$ cat src/rtl/lstm_credit_fifo_pkg.sv
// Shared constants for the LSTM credit FIFO slice.
//   FIFO_XLEN      : default data word width, taken from the LSTM word length
//   FIFO_DEPTH_DEF : default number of buffer entries
`ifndef LSTM_XLEN
`define LSTM_XLEN 16
`endif

package lstm_credit_fifo_pkg;
  localparam int unsigned FIFO_XLEN      = `LSTM_XLEN;
  localparam int unsigned FIFO_DEPTH_DEF = 8;
endpackage

$ cat src/rtl/lstm_fifo_mem.sv
// DEPTH x WIDTH register file: one synchronous write port, one asynchronous read port.
// Contents are not reset; validity is tracked by the controlling FIFO.
//   clock   : rising-edge clock
//   we_i    : write enable
//   waddr_i : write address
//   wdata_i : write data
//   raddr_i : read address
//   rdata_o : read data (combinational from raddr_i)
module lstm_fifo_mem
  import lstm_credit_fifo_pkg::*;
#(
  parameter int unsigned WIDTH = FIFO_XLEN,
  parameter int unsigned DEPTH = FIFO_DEPTH_DEF,
  localparam int unsigned PTR_W = $clog2(DEPTH)
) (
  input  logic             clock,
  input  logic             we_i,
  input  logic [PTR_W-1:0] waddr_i,
  input  logic [WIDTH-1:0] wdata_i,
  input  logic [PTR_W-1:0] raddr_i,
  output logic [WIDTH-1:0] rdata_o
);

  logic [WIDTH-1:0] mem_q [DEPTH];

  always_ff @(posedge clock) begin
    if (we_i) mem_q[waddr_i] <= wdata_i;
  end

  assign rdata_o = mem_q[raddr_i];

endmodule

$ cat src/rtl/lstm_credit_fifo.sv
// Receive-side elastic buffer behind a non-stallable fixed-latency delay line.
// Upstream holds a credit for every token it issues until the matching word is
// read out, so words leaving the delay line always find space.
//   clock, reset   : rising-edge clock, synchronous active-high reset
//   issue          : upstream pushed a token into the delay line this cycle
//   in_valid/data_in : delay-line output word (no backpressure)
//   out_valid/out_ready/data_out : first-word fall-through consumer port
//   stall_upstream : no credit left
//   count          : words currently stored
//   overflow_err   : sticky, a write was dropped because the buffer was full
//   credit_err     : sticky, issue arrived while stall_upstream was high
module lstm_credit_fifo
  import lstm_credit_fifo_pkg::*;
#(
  parameter int unsigned INPUT_BITS_NUM = FIFO_XLEN,
  parameter int unsigned DEPTH          = FIFO_DEPTH_DEF,
  localparam int unsigned CNT_BITS      = $clog2(DEPTH) + 1
) (
  input  logic                      clock,
  input  logic                      reset,
  input  logic                      issue,
  input  logic                      in_valid,
  input  logic [INPUT_BITS_NUM-1:0] data_in,
  output logic                      out_valid,
  input  logic                      out_ready,
  output logic [INPUT_BITS_NUM-1:0] data_out,
  output logic                      stall_upstream,
  output logic [CNT_BITS-1:0]       count,
  output logic                      overflow_err,
  output logic                      credit_err
);

  localparam int unsigned PTR_W = $clog2(DEPTH);
  localparam logic [CNT_BITS-1:0] DEPTH_C = CNT_BITS'(DEPTH);

  logic [PTR_W-1:0]          wr_ptr_q, wr_ptr_d;
  logic [PTR_W-1:0]          rd_ptr_q, rd_ptr_d;
  logic [CNT_BITS-1:0]       count_q, count_d;
  logic [CNT_BITS-1:0]       reserved_q, reserved_d;
  logic                      ovf_q, ovf_d;
  logic                      cerr_q, cerr_d;
  logic                      rd_fire, wr_fire, issue_ok;
  logic [INPUT_BITS_NUM-1:0] mem_rdata;

  assign out_valid      = (count_q != '0);
  assign stall_upstream = (reserved_q == DEPTH_C);
  assign data_out       = out_valid ? mem_rdata : '0;
  assign count          = count_q;
  assign overflow_err   = ovf_q;
  assign credit_err     = cerr_q;

  always_comb begin
    rd_fire    = out_valid & out_ready;
    // A full buffer still takes a write when the head leaves in the same cycle.
    wr_fire    = in_valid & ((count_q < DEPTH_C) | rd_fire);
    issue_ok   = issue & ~stall_upstream;
    wr_ptr_d   = wr_ptr_q;
    rd_ptr_d   = rd_ptr_q;
    count_d    = count_q + CNT_BITS'(wr_fire) - CNT_BITS'(rd_fire);
    reserved_d = reserved_q + CNT_BITS'(issue_ok);
    // Words that arrive without a credit must not drive the reservation negative.
    if (rd_fire && (reserved_d != '0)) reserved_d = reserved_d - 1'b1;
    ovf_d      = ovf_q | (in_valid & ~wr_fire);
    cerr_d     = cerr_q | (issue & stall_upstream);
    // Power-of-two depth: pointer wrap is the natural modulo of PTR_W bits.
    if (wr_fire) wr_ptr_d = wr_ptr_q + PTR_W'(1);
    if (rd_fire) rd_ptr_d = rd_ptr_q + PTR_W'(1);
  end

  always_ff @(posedge clock) begin
    if (reset) begin
      wr_ptr_q   <= '0;
      rd_ptr_q   <= '0;
      count_q    <= '0;
      reserved_q <= '0;
      ovf_q      <= 1'b0;
      cerr_q     <= 1'b0;
    end else begin
      wr_ptr_q   <= wr_ptr_d;
      rd_ptr_q   <= rd_ptr_d;
      count_q    <= count_d;
      reserved_q <= reserved_d;
      ovf_q      <= ovf_d;
      cerr_q     <= cerr_d;
    end
  end

  lstm_fifo_mem #(
    .WIDTH (INPUT_BITS_NUM),
    .DEPTH (DEPTH)
  ) u_mem (
    .clock   (clock),
    .we_i    (wr_fire),
    .waddr_i (wr_ptr_q),
    .wdata_i (data_in),
    .raddr_i (rd_ptr_q),
    .rdata_o (mem_rdata)
  );

endmodule

$ cat config.mk
export PLATFORM = sky130hd
export DESIGN_NAME = lstm_credit_fifo
export DESIGN_NICKNAME = d
export VERILOG_FILES = /design/src/rtl/lstm_credit_fifo_pkg.sv /design/src/rtl/lstm_fifo_mem.sv /design/src/rtl/lstm_credit_fifo.sv
export SDC_FILE = /design/constraint.sdc
export NUM_CORES = 1
export LEC_CHECK = 0
export ABC_CLOCK_PERIOD_IN_PS = 5500
export BUFFER_PORTS_ARGS = -buffer_cell sky130_fd_sc_hd__clkbuf_2
export CORE_MARGIN = 2
export CORE_UTILIZATION = 35
export DETAILED_ROUTE_END_ITERATION = 10
export GPL_ROUTABILITY_DRIVEN = 0
export PLACE_DENSITY = 0.62
export SLEW_MARGIN = 20
export SYNTH_ARGS = -nofsm -noshare
export SYNTH_HDL_FRONTEND = slang
export SYNTH_HIERARCHICAL = 1
export SYNTH_SLANG_ARGS = --single-unit
$ cat constraint.sdc
create_clock -name clock -period 5.5 [get_ports clock]
set_input_delay 0.275 -clock clock [delete_from_list [all_inputs] [get_ports clock]]
set_output_delay 0.275 -clock clock [all_outputs]
set_load 0.1 [all_outputs]
==> impl.org <==
** Min path
- Worst Min Path Start :: issue
- Min-delay worst type :: input port to flop
- Hold Path Stages :: 3
- The worst hold path terminates at credit_err.

** Yosys
- For this run, the leading register cell type out of synthesis is edfxtp_1.
- The Yosys step of the flow raised 6 warnings.
- Syn nets :: between 300 and 400
- After synthesis the cells add up to 5980 um2.
- Proportion of synthesized chip area in sequential cells :: 69.7%
- Each instance of the synthesized netlist takes up on average 19.2 um2.
- Number of flops mapped to enable cells by yosys :: 128
- The number of different library cells used by synthesis comes to 37.
- The cell count after synthesis came out at 312.
- Synthesis inferred about 140 register bits.
- Counting flops with an async set or reset pin after synthesis yields a share of 0%.

** GRT
- Sum of overflow across all layers after global routing :: 0
- Vias in the first global route :: 3101
- Entering global routing, the biggest net connects 35 pins.
- Number of antenna violations at the first check in global routing :: 0
- The first global-routing pass estimated 17700 um of wire.
- Across every metal layer, demand over resource in global routing totals 13.3%.

** Pwr
- For this design the ratio of total power to cell area is 559 nW/um2.
- Static power due to leakage :: about 2.5 nW
- VDD IR-drop max :: 0.230 mV

** Critical path
- In this run the worst path has a maximum fanout of 10.
- The worst register-to-register path has a setup slack of 2570 ps.
- The worst setup path is launched from a flop.
- The worst register-to-register path has a depth of 9.
- Launching instance or port of the critical path :: count[3]
- Data on the critical path is required at its endpoint by 5610 ps.
- Reg-to-reg startpoint :: count[3]
- STA classifies the critical path endpoint as a flop.
- The worst register-to-register path ends at u_mem/mem_q[1][5].
- Endpoint arrival time on the critical path :: between 3000 and 4000 ps
- Crit Path Class :: flop to flop

** Timing
- Post-Route Setup TNS :: 0 ps
- Period utilisation layout :: 53.3%
- Slew at the pin with the worst max-slew slack :: 1080 ps
- Setup repair after global routing left no endpoint under its margin.
- The number of slew-limit violations in the final report is 0.
- Final setup violation count :: 0
- Worst rel slew slack :: 28.2%
- Skew final :: 10.4 ps
- The count of final hold-check violations came to 0.
- Highest clock rate :: approximately 340 MHz
- Shortest period the worst path allows :: 2930 ps

** Clock network
- In this run the deepest clock path goes through 2 buffers.
- Clock slew at the register clock pins of the worst setup and hold paths :: 60 ps
- In this run the number of H-tree levels came out at 4.
- Number of instances resized during post-cts repair :: 0
- Buffers inserted to repair hold after CTS numbered 0.
- Post-CTS setup buffers :: 0
- TritonCTS built the clock tree.
- The clock reaches the later pin of the worst-skew pair after between 400 and 500 ps.
- CTS placed an instance of clkbuf_16 at the clock tree root.
- CTS saw 144 sinks.
- Counting the buffers created by CTS gives 17.

** Cells and area
- The number of antenna diodes in the final layout is 0.
- Leaving out fill and tap cells, the most frequent cell in the layout is edfxtp_1.
- Fraction of layout instances using a drive strength above 1 :: 29.9%
- Final-stage net count :: 404
- Leaving out fill and tap cells, the most frequent cells in the layout are edfxtp_1 (128), clkbuf_2 (44), mux4_1 (28), clkbuf_16 (17).
- Compared with the post-synthesis result, the final layout area differs by 18.2%.
- Once layout is complete, the cells apart from fillers number 605.

** Routing
- Dividing the detail-routed via count by the number of cells gives around 4.9.
- Once detail routing completed, the nets flagged for antenna violations numbered 0.
- Routed Wire Length :: 11300 um
- Routed wire per std cell :: 18.7 um
- The first routing iteration left 173 violations.
- The pre-antenna-repair detailed-routing pass consisted of 6 iterations.
- Summing over every cut layer, the via total after detailed routing is 2981.
- In the routed design, unresolved DRC markers number 0.

** Floorplanning
- The total area inside the core boundary comes to 16600 um2.
- In this run the horizontal extent of the chip is between 100 and 150 um.
- For this configuration, the core starts out at a cell density of 35.9%.
- Die footprint :: about 18000 um2
- Number of placement rows :: 47
- 45 I/O pins were placed.
- The die is roughly 130 um tall.

** Job
- The tool flagged a number of max-cap violations equal to 0.

** Placed design
- In this run the tool buffered the top-level ports with 44 buffer cells.
- The HPWL after detailed placement is 6910 um.
- Including well taps, the total number of placed cells is 573.

** Outcome
- The flow ran to the end, and the final reports show no timing, DRC or antenna violations.
-- worst max-delay path, cell delays in order (launching register included) --
cell      delay, ps
dfxtp_1         370
inv_1            60
ha_1            170
nor3b_2         170
o21ai_1         360
nand2_1         150
inv_1           130
nand2b_1        130
nor2_1          790
buf_4           320
-- power breakdown --
group          total (mW)  internal [mW]  switching [mW]
Sequential           1.39           1.28           0.118
Combinational        1.43          0.402            1.03
Clock                1.12          0.678           0.446
Total                3.94           2.35            1.59
-- Yosys cell counts (all sizes together) (3+ instances only) --
cell type  instances  area (um2)
a21bo              3        30.0
a21oi              8        40.0
a311oi             3        26.3
a31oi              3        33.8
and2              16         100
buf                8        60.1
clkbuf             4        16.3
dfxtp             16         320
edfxtp           128        3840
ha                10         125
inv               13        48.8
mux2              16         180
mux4              32         826
nand2              6        22.5
nand2b             3        18.8
nand3              5        25.0
nor2              15        56.3
nor4b              3        38.8
xnor2              3        26.3
xor2               3        26.3
-- registers in the layout (all words and copies together) (netlist names) --
register      count
u_mem/mem_q     128
reserved_q        4
overflow_err      1
rd_ptr_q          3
count             4
wr_ptr_q          3
credit_err        1
-- stage by stage --
stage	worst slack (ps)	utilization (%)	cell area, um2	power (mW)	hold WS, ps
floorplan	1510	-	5980	2.62	374
global placement	2660	38.9	6480	2.84	446
detailed placement	2570	38.9	6480	2.86	468
CTS	2210	42.4	7060	3.99	118
global route	2320	42.4	7060	4.13	135
finish	2570	42.4	7060	3.94	120
-- cell families (layout without fill, tap and decap cells) --
kind of cell,after synthesis,count (layout),synth area share (%)
fa+ha+maj,11,11,2.43
buf+inv,25,98,2.09
flops,144,144,69.7
mux,48,48,16.8
simple gates,57,57,5.44
xor+xnor,6,6,0.879
compound gates,21,21,2.66
-- metal layers --
metal | up-vias | track usage (%) | routed length (um)
met5 | - | 0 | 0
met4 | 0 | 4.15 | 106
met3 | 7 | 3.75 | 396
met2 | 57 | 23.6 | 6050
met1 | 1531 | 15.6 | 4750
li1 | 1386 | - | -
-- cell type report --
class                   count  area [um2]
clock inverters            13         151
inverters                  13        48.8
repair buffers             53         288
fillers                  1441        9580
clock buffers              19         433
multi-input cells         143        1700
flip-flops and latches    144        4170
well taps                 220         275
-- worst max path at each step --
stage / endpoint / slack (ps)
floorplan: reserved_q[2] / 1510
global placement: data_out[2] / 2660
detailed placement: u_mem/mem_q[1][14] / 2570
CTS: data_out[5] / 2210
global route: u_mem/mem_q[1][14] / 2320
finish: u_mem/mem_q[1][5] / 2570
No activity file was read; power rests on OpenSTA's default activity.
